**config.mk**
```make
export PLATFORM = sky130hd
export DESIGN_NAME = dmem_arbiter
export DESIGN_NICKNAME = d
export VERILOG_FILES = /design/src/rtl/dmem_arbiter.sv
export SDC_FILE = /design/constraint.sdc
export NUM_CORES = 1
export LEC_CHECK = 0
export CORE_MARGIN = 2
export CORE_UTILIZATION = 41
export CTS_BUF_LIST = sky130_fd_sc_hd__clkbuf_16
export DETAILED_ROUTE_END_ITERATION = 16
export PLACE_DENSITY_LB_ADDON = 0.1
export SETUP_SLACK_MARGIN = 0.2
export SYNTH_ARGS = -nofsm -noshare
export SYNTH_HDL_FRONTEND = slang
export SYNTH_SLANG_ARGS = --single-unit
```
**constraint.sdc**
```tcl
create_clock -name clk -period 3.55 [get_ports clk]
set_input_delay 0.355 -clock clk [delete_from_list [all_inputs] [get_ports clk]]
set_output_delay 0.355 -clock clk [all_outputs]
set_load 0.01 [all_outputs]
```
**src/rtl/dmem_arbiter.sv**
```systemverilog
// Round-robin arbiter sharing one single-port data memory between a processor
// port (A) and a debug/loader port (B); one access per cycle, ack one cycle later.
module dmem_arbiter #(
  parameter int ADDR_WIDTH = 6,
  parameter int DATA_WIDTH = 8,
  parameter int DEPTH      = 50
) (
  input  logic                  clk,
  input  logic                  reset,
  input  logic                  req_a,
  input  logic                  we_a,
  input  logic [ADDR_WIDTH-1:0] addr_a,
  input  logic [DATA_WIDTH-1:0] wdata_a,
  output logic                  ack_a,
  output logic                  err_a,
  output logic [DATA_WIDTH-1:0] rdata_a,
  input  logic                  req_b,
  input  logic                  we_b,
  input  logic [ADDR_WIDTH-1:0] addr_b,
  input  logic [DATA_WIDTH-1:0] wdata_b,
  output logic                  ack_b,
  output logic                  err_b,
  output logic [DATA_WIDTH-1:0] rdata_b,
  output logic                  mem_write,
  output logic                  mem_read,
  output logic [ADDR_WIDTH-1:0] mem_address,
  output logic [DATA_WIDTH-1:0] mem_data_in,
  input  logic [DATA_WIDTH-1:0] mem_data_out
);

  function automatic logic addr_in_range(input logic [ADDR_WIDTH-1:0] a);
    return (int'(a) < DEPTH);
  endfunction

  logic                  last_grant_b;
  logic                  elig_a, elig_b;
  logic                  grant_a, grant_b, grant_any;
  logic                  sel_we, sel_ok;
  logic [ADDR_WIDTH-1:0] sel_addr;
  logic [DATA_WIDTH-1:0] sel_wdata;

  // A port whose ack is high this cycle sits out, so a held request is not re-issued.
  assign elig_a    = req_a & ~ack_a;
  assign elig_b    = req_b & ~ack_b;
  assign grant_a   = elig_a & (~elig_b | last_grant_b);
  assign grant_b   = elig_b & ~grant_a;
  assign grant_any = grant_a | grant_b;

  always_comb begin
    sel_we    = 1'b0;
    sel_addr  = '0;
    sel_wdata = '0;
    if (grant_a) begin
      sel_we    = we_a;
      sel_addr  = addr_a;
      sel_wdata = wdata_a;
    end else if (grant_b) begin
      sel_we    = we_b;
      sel_addr  = addr_b;
      sel_wdata = wdata_b;
    end
    sel_ok = addr_in_range(sel_addr);
  end

  // Memory pins are forced quiet while reset is high so no access leaks through.
  always_comb begin
    mem_write   = 1'b0;
    mem_read    = 1'b0;
    mem_address = '0;
    mem_data_in = '0;
    if (!reset && grant_any) begin
      mem_write   = sel_ok & sel_we;
      mem_read    = sel_ok & ~sel_we;
      mem_address = sel_addr;
      mem_data_in = sel_wdata;
    end
  end

  // Grant cycle -> ack cycle
  always_ff @(posedge clk or posedge reset) begin
    if (reset) begin
      last_grant_b <= 1'b1;
      ack_a        <= 1'b0;
      err_a        <= 1'b0;
      rdata_a      <= '0;
      ack_b        <= 1'b0;
      err_b        <= 1'b0;
      rdata_b      <= '0;
    end else begin
      ack_a <= grant_a;
      err_a <= grant_a & ~sel_ok;
      ack_b <= grant_b;
      err_b <= grant_b & ~sel_ok;
      if (grant_a) last_grant_b <= 1'b0;
      else if (grant_b) last_grant_b <= 1'b1;
      if (grant_a && !sel_we) rdata_a <= sel_ok ? mem_data_out : '0;
      if (grant_b && !sel_we) rdata_b <= sel_ok ? mem_data_out : '0;
    end
  end

endmodule

```
* Word-level counts from Yosys, hierarchy flattened
Index checks and enable logic that the tools add are counted.
** Cells by class
- $lt $le $gt $ge :: 1
- Muxes and demuxes :: 13
- Bitwise gates (word level) :: 16
- Reductions and logical operators :: 6
** Operators with widths (number)
- $mux 8 :: 4
- $mux 6 :: 3
- $and 1x1->1 :: 8
- $lt 6x6->1 const B :: 1
- $mux 1 :: 6
- $not 1->1 :: 6
- $logic_and 1x1->1 :: 3
- $logic_not 1->1 :: 2
- $or 1x1->1 :: 2
- $reduce_bool 2->1 :: 1
** Storage, ports and cells
- Flip-flop bits (word level) :: 21
- Input port bits :: 42
- Logic and storage cells :: 43

* Longest topological paths before layout
Gate-level depths: netlist (run 1).
- Depth after elaboration :: 12
- Gate-level depth with buffers :: 5
- Mapped depth without buffers :: 3

* Worst setup path before layout (run 1)
No wires, ideal clock.
- Path type :: input to output
- Start point :: input port reset
- End point :: output port mem_read
- Arrival time :: 1593 ps
- Required time :: 3195 ps
- Setup slack :: 1602 ps
- Stages on the path :: 3
- Buffers on the path :: 0
- Cells stage by stage :: inv_1 o21ai_1 nor4_1
** On the way
- Cells in the longest elaborated chain, start to end :: 3
** Ends and longest elaborated chain
- from (decl) :: RTL line 9 : input logic reset,
- $logic_not 1->1 (no source line)
- $logic_and 1x1->1 :: RTL line 71 : if (!reset && grant_any) begin
- $mux 1 :: RTL line 71
- to (decl) :: RTL line 25 : output logic mem_read,
No other way between the ends.

* Final worst setup path (run 1)
- Start point :: input port req_a
- End point :: output port mem_read
** On the way
- Cells in the longest elaborated chain, start to end :: 9
** Ends and longest elaborated chain
- from (decl) :: RTL line 10 : input logic req_a,
- $and 1x1->1 * :: RTL line 43 : assign elig_a = req_a & ~ack_a;
- $and 1x1->1 * :: RTL line 45 : assign grant_a = elig_a & (~elig_b | last_grant_b);
- $not 1->1 :: RTL line 46 : assign grant_b = elig_b & ~grant_a;
- $and 1x1->1 :: RTL line 46
- $mux 6 / $mux 1 (equally long branches) :: RTL line 57 : end else if (grant_b) begin
- $mux 6 / $mux 1 (equally long branches) :: RTL line 53 : if (grant_a) begin
- $lt 6x6->1 / $not 1->1 (equally long branches) :: RTL line 32, 73
- $and 1x1->1 :: RTL line 73 : mem_read = sel_ok & ~sel_we;
- $mux 1 * :: RTL line 71
Mark *: on every way between the ends. The rest lies on a longest branch, timed or not.

==> flow_summary.json, run 1 <==
{
  "status": "finished, final reports clean",
  "r2r_cells": 3,
  "worst_pin_slew_ns": 0.640,
  "rr_startpoint": "ack_a$_DFF_PP0_",
  "cp_slowest_cell": "clkdlybuf4s50_1",
  "netlist_area_sq_um": 1350,
  "grt_pass1_vias": 1316,
  "ctsResizeCount": 0,
  "placed_area_sq_um": 2140,
  "yosysWarnings": 0,
  "cts_hold_buf": 0,
  "drc_errors": 0,
  "critical_path.max_fanout": 15,
  "port_buffers": 77,
  "grt_antenna_before_repair": 0,
  "yosys.area_share.simple": 0.229,
  "crit_family": "buffers and inverters",
  "synthTopCellsByArea": "dfrtp_1 37%, o31ai_1 8.9%, nand3_1 6.3%, o211ai_1 6.1%, mux2i_1 6.0%",
  "cts_root_buf": "clkbuf_16",
  "synth.distinct_cells": 31,
  "critPathLaunchType": "input pin",
  "grt_pass1_wl_um": 6040,
  "grt_use_total": 0.218,
  "setup_violations": 0,
  "cts_max_path_buffers": 2,
  "r2r-end": "rdata_a[1]$_DFFE_PP0P_",
  "synthTopCellsByCount": "20 x dfrtp_1, 17 x inv_1, 17 x nand3_1, 16 x o31ai_1, 14 x a21oi_1",
  "dp_hpwl_um": 3140,
  "hold_path.class": "reg2reg",
  "critical_path_class": "in2out",
  "ant_nets": 0,
  "core_area_sq_um": 3080,
  "critical_path.endpoint": "mem_read",
  "maxSlewHeadroom": 0.573,
  "synth-seq-cells": 21,
  "avgSynthCellArea_sq_um": 8.97,
  "crit_top_cell": "clkdlybuf4s50_1",
  "clock_sinks": 21,
  "rsz0062_at_grt": "false",
  "core.rowCount": 20,
  "p_leak_nw": 0.885,
  "crit_start": "req_a",
  "syn_nets": 192,
  "cts_setup_buffers": 0,
  "synthMuxAreaShare": 0.0595,
  "start_util": 0.437,
  "crit_required_ns": 3.19,
  "first_pass_iters": 4,
  "wl_um": 4090,
  "stdcell_area_sq_um": 2220,
  "synth-edff-count": 0,
  "drt_iter0_markers": 121,
  "synth_top_family_by_area": "compound AO/OA/AOI/OAI gates",
  "grt_max_degree": 22,
  "numCtsBuffers": 3,
  "num_vias": 1443,
  "max_cap_viol_count": 0,
  "yosysMostFrequentCell": "dfrtp_1",
  "viasPerCell": 5.42,
  "synth_adder_area_share": 0,
  "finClkSkew_ns": 0.00242,
  "gp_congestion": 0.763,
  "powerDensity_nw_per_um2": 478,
  "postSynthCellCount": 150,
  "synth-compound-area-share": 0.231,
  "clock_latency_ns": 0.25,
  "path_cells": "clkdlybuf4s50_1 > and2b_1 > o21ai_1 > nor4_1 > clkdlybuf4s50_1",
  "clkTransAtPathRegs_ns": 0.06,
  "synth_seq_area_share": 0.392,
  "crit_cells": 5,
  "yosysTopAreaCell": "dfrtp_1",
  "hold_viol": 0,
  "ir_drop_mv": 0.378,
  "ctsHtreeMaxLevel": 1,
  "overflow": 0,
  "arrival_ns": 2.48,
  "fmax_mhz": 353,
  "fin_crit_sh": 0.797,
  "drive_above_1_share": 0.0721,
  "rrSetupSlack_ns": 1.75,
  "critPathBufInv": 2,
  "antenna_cells": 0,
  "period_needed_ns": 2.83,
  "die_h_um": 61.3,
  "synth_async_sr_flop_share": 1.00,
  "final_nets": 265,
  "dieArea_sq_um": 3750,
  "num_io_pins": 78,
  "synth_xor_area_frac": 0,
  "fin_tns_setup_ns": 0,
  "netlist.area_leader.share": 0.372,
  "slew_viol_final": 0,
  "slowest_delay_ns": 0.58,
  "setup.worst_path.end_class": "output port",
  "cts_tree": "yes",
  "routedWlPerCell_um": 15.4,
  "areaGrowthSynthToFinish_pct": 64.8,
  "die_x_um": 61.3,
  "ys.flop_type": "dfrtp_1"
}
-- layout make-up --
cell class | count | area, sq um
timing repair buffer | 80 | 793
multi-input combinational | 100 | 698
clock inverter | 1 | 5.00
inverter | 17 | 63.8
tap | 44 | 55.1
fill | 249 | 861
clock buffer | 3 | 75.1
sequential | 21 | 527
-- tightest hold or removal path, delay by kind of cell, from the launching register on --
kind / cells / cell delay, ns
AND/OR/NAND/NOR: 2 / 0.11
flip-flops: 1 / 0.40
-- cells in the final DEF, fill, tap and decap left out, types with 2 or more instances in the layout --
cell type	netlist	final
o31ai_1	16	16
clkbuf_16	0	3
clkdlybuf4s50_1	0	77
dfrtp_1	20	20
and2b_1	2	2
mux2i_1	8	8
o211ai_1	11	11
inv_1	17	17
nor2_1	2	2
buf_4	1	3
a21oi_1	14	14
nand2_1	11	11
nand3b_1	3	3
nor3_1	2	2
nand3_1	17	17
-- worst min-delay path by stage --
stage	from	end	slack (ns)	depth (start not counted)
global placement	rdata_b[6]$_DFFE_PP0P_	rdata_b[6]$_DFFE_PP0P_	0.49	2
floorplan	reset	ack_a$_DFF_PP0_	0.34	1
global route	last_grant_b$_DFFE_PP1N_	last_grant_b$_DFFE_PP1N_	0.54	2
detailed placement	last_grant_b$_DFFE_PP1N_	last_grant_b$_DFFE_PP1N_	0.50	2
CTS	last_grant_b$_DFFE_PP1N_	last_grant_b$_DFFE_PP1N_	0.50	2
finish	last_grant_b$_DFFE_PP1N_	last_grant_b$_DFFE_PP1N_	0.50	2
-- layer usage --
metal / GRT usage / up-vias / routed length [um]
li1: - / 696 / -
met1: 0.273 / 674 / 1650
met2: 0.392 / 65 / 1990
met3: 0.0315 / 8 / 373
met4: 0.0590 / 0 / 79
met5: 0 / - / 0
-- state kept, by name (all words and copies together) (netlist names) --
name / cells
rdata_a: 8
rdata_b: 8
ack_a: 1
ack_b: 1
err_a: 1
err_b: 1
last_grant_b: 1
-- kinds of logic (layout without fill, tap and decap cells) --
family / Yosys count / in the layout
mux: 8 / 8
compound gates: 44 / 44
flops: 21 / 21
simple gates: 48 / 48
buf+inv: 29 / 101
-- metrics by stage --
stage / std cells / utilization / setup WS [ns] / hold slack [ns] / total power, mW
after global placement: 262 / 0.694 / 0.783 / 0.491 / 0.812
after global routing: 266 / 0.720 / 0.510 / 0.538 / 1.12
after floorplan: 150 / - / 1.60 / 0.338 / 0.573
after detailed placement: 262 / 0.694 / 0.724 / 0.496 / 0.826
final: 266 / 0.720 / 0.719 / 0.503 / 1.06
after CTS: 266 / 0.720 / 0.718 / 0.505 / 1.07
-- where the power goes --
| group | switching [mW] | internal [mW] |
|---|---|---|
| clock | 0.0855 | 0.151 |
| sequential | 0.0514 | 0.312 |
| combinational | 0.206 | 0.255 |
| total | 0.343 | 0.718 |
No activity file was read; power rests on OpenSTA's default activity.
==> run 2, diff against run 1 <==
--- a/config.mk
+++ b/config.mk
@@ -6,7 +6,7 @@
 export NUM_CORES = 1
 export LEC_CHECK = 0
 export CORE_MARGIN = 2
-export CORE_UTILIZATION = 41
+export CORE_UTILIZATION = 38
 export CTS_BUF_LIST = sky130_fd_sc_hd__clkbuf_16
 export DETAILED_ROUTE_END_ITERATION = 16
 export PLACE_DENSITY_LB_ADDON = 0.1
==> constraint.sdc (replaced) <==
create_clock -name clk -period 2.88 [get_ports clk]
set_input_delay 0.288 -clock clk [delete_from_list [all_inputs] [get_ports clk]]
set_output_delay 0.288 -clock clk [all_outputs]
set_load 0.01 [all_outputs]
==> run 2 against run 1 <==
  * Core utilization decreased by 5.2 points
  * Setup slack got worse by 0.38 ns
  * Critical path depth is 1 higher
  * Register-to-register slack got worse by 0.53 ns
  * Highest routed layer unchanged
  * Global-route usage decreased by 0.85 points
  * Clock-buffer cell count stayed put
  * Via count did not move
  * Sequential cell count unchanged
  * Critical endpoint is now mem_data_in[3]
  * Clock skew grew 0.00088 ns
==> flow_summary.json, run 2 (synthesized netlist as in run 1, its figures left out) <==
{
  "ctsHtreeMaxLevel": 1,
  "critPathBufInv": 3,
  "drc_errors": 0,
  "wl_um": 4110,
  "final_cell_mix": "77 x clkdlybuf4s50_1, 20 x dfrtp_1, 18 x inv_1, 17 x nand3_1, 16 x o31ai_1",
  "fin_tns_setup_ns": 0,
  "hold_viol": 0,
  "clkTransAtPathRegs_ns": 0.05,
  "grt_pass1_vias": 1386,
  "cp_slowest_cell": "clkdlybuf4s50_1",
  "numCtsBuffers": 3,
  "core_area_sq_um": 3360,
  "ant_nets": 0,
  "powerDensity_nw_per_um2": 583,
  "die_x_um": 63.5,
  "crit_family": "buffers and inverters",
  "grt_use_total": 0.210,
  "maxSlewHeadroom": 0.627,
  "num_io_pins": 78,
  "cts_hold_buf": 0,
  "ctsResizeCount": 0,
  "placed_area_sq_um": 2170,
  "core.rowCount": 21,
  "grt_max_degree": 22,
  "slowest_delay_ns": 0.59,
  "num_vias": 1443,
  "grt_pass1_wl_um": 6770,
  "arrival_ns": 2.26,
  "critical_path.max_fanout": 13,
  "cts_tree": "yes",
  "fmax_mhz": 393,
  "gp_congestion": 0.730,
  "finClkSkew_ns": 0.00330,
  "p_leak_nw": 0.905,
  "final_common_cell": "clkdlybuf4s50_1",
  "rsz0062_at_grt": "false",
  "ir_drop_mv": 0.443,
  "crit_top_cell": "clkdlybuf4s50_1",
  "worst_pin_slew_ns": 0.558,
  "critical_path_class": "in2out",
  "final_nets": 269,
  "dp_hpwl_um": 3100,
  "whs_ns": 0.505,
  "max_cap_viol_count": 0,
  "clock_latency_ns": 0.26,
  "clock_sinks": 21,
  "crit_required_ns": 2.59,
  "port_buffers": 77,
  "dieArea_sq_um": 4030,
  "start_util": 0.400,
  "first_pass_iters": 4,
  "status": "finished, final reports clean",
  "slew_viol_final": 0,
  "drt_iter0_markers": 94,
  "routedWlPerCell_um": 15.1,
  "drive_above_1_share": 0.0841,
  "critPathLaunchType": "input pin",
  "cts_setup_buffers": 0,
  "antenna_cells": 0,
  "die_h_um": 63.5,
  "path_cells": "clkdlybuf4s50_1 > nor3b_4 > buf_4 > o211ai_1 > a21oi_1 > clkdlybuf4s50_1",
  "setup_violations": 0,
  "hold_path.class": "reg2reg",
  "period_needed_ns": 2.54,
  "stdcell_area_sq_um": 2250,
  "overflow": 0,
  "cts_max_path_buffers": 2,
  "areaGrowthSynthToFinish_pct": 67.2,
  "grt_antenna_before_repair": 0,
  "setup.worst_path.end_class": "output port",
  "reg_top3": "rdata_a x8, rdata_b x8",
  "fin_crit_sh": 0.883,
  "final_util": 0.669,
  "cts_root_buf": "clkbuf_16",
  "viasPerCell": 5.31
}
==> run 2: cell types whose count changed in the layout (fill, tap and decap cells not counted), sizes merged <==
cell and change:
inv +1, buf +4, clkinv -1
==> run 2: report_power, final <==
group / switching, mW / internal, mW / leakage [nW]
logic: 0.256 / 0.320 / 0.603
clock network: 0.107 / 0.185 / 0.0423
registers: 0.0592 / 0.385 / 0.260
total: 0.422 / 0.890 / 0.905
==> run 2: per-stage QoR <==
stage	worst slack (ns)	total power, mW	instances
after global routing	0.247	1.39	272
after CTS	0.350	1.33	272
after floorplan	1.07	0.707	150
final	0.336	1.31	272
after detailed placement	0.359	1.02	268
after global placement	0.416	1.01	268
==> run 2: area by class of cell <==
cell class                 instances  area [sq um]
timing repair buffer              84           823
inverter                          17          63.8
clock inverter                     1          3.75
clock buffer                       3          75.1
sequential                        21           527
tap                               46          57.6
multi-input combinational        100           698
fill                             279          1110
==> run 2: per-layer routing <==
metal,track usage,vias up,routed length (um)
li1,-,696,-
met1,0.265,676,1820
met2,0.355,64,1980
met3,0.0375,7,247
met4,0.0788,0,66
met5,0,-,0
==> run 2: worst register-to-register path, cell delays in order, from the launching register on <==
cell     delay, ns
dfstp_2       0.59
nor3b_4       0.07
buf_4         0.19
nor3_4        0.45
mux2i_1       0.28
==> run 2: path summary, 6_finish.rpt <==
kind	slack [ns]	endpoint	from	cells after the start
min in group asynchronous	0.72	err_a$_DFF_PP0_	reset	3
setup reg to reg	1.22	rdata_a[3]$_DFFE_PP0P_	last_grant_b$_DFFE_PP1N_	4
max in group asynchronous	1.89	last_grant_b$_DFFE_PP1N_	reset	3
hold / removal	0.51	rdata_b[6]$_DFFE_PP0P_	rdata_b[6]$_DFFE_PP0P_	2
setup / recovery	0.34	mem_data_in[3]	req_b	6
hold reg to reg	0.51	rdata_b[6]$_DFFE_PP0P_	rdata_b[6]$_DFFE_PP0P_	2
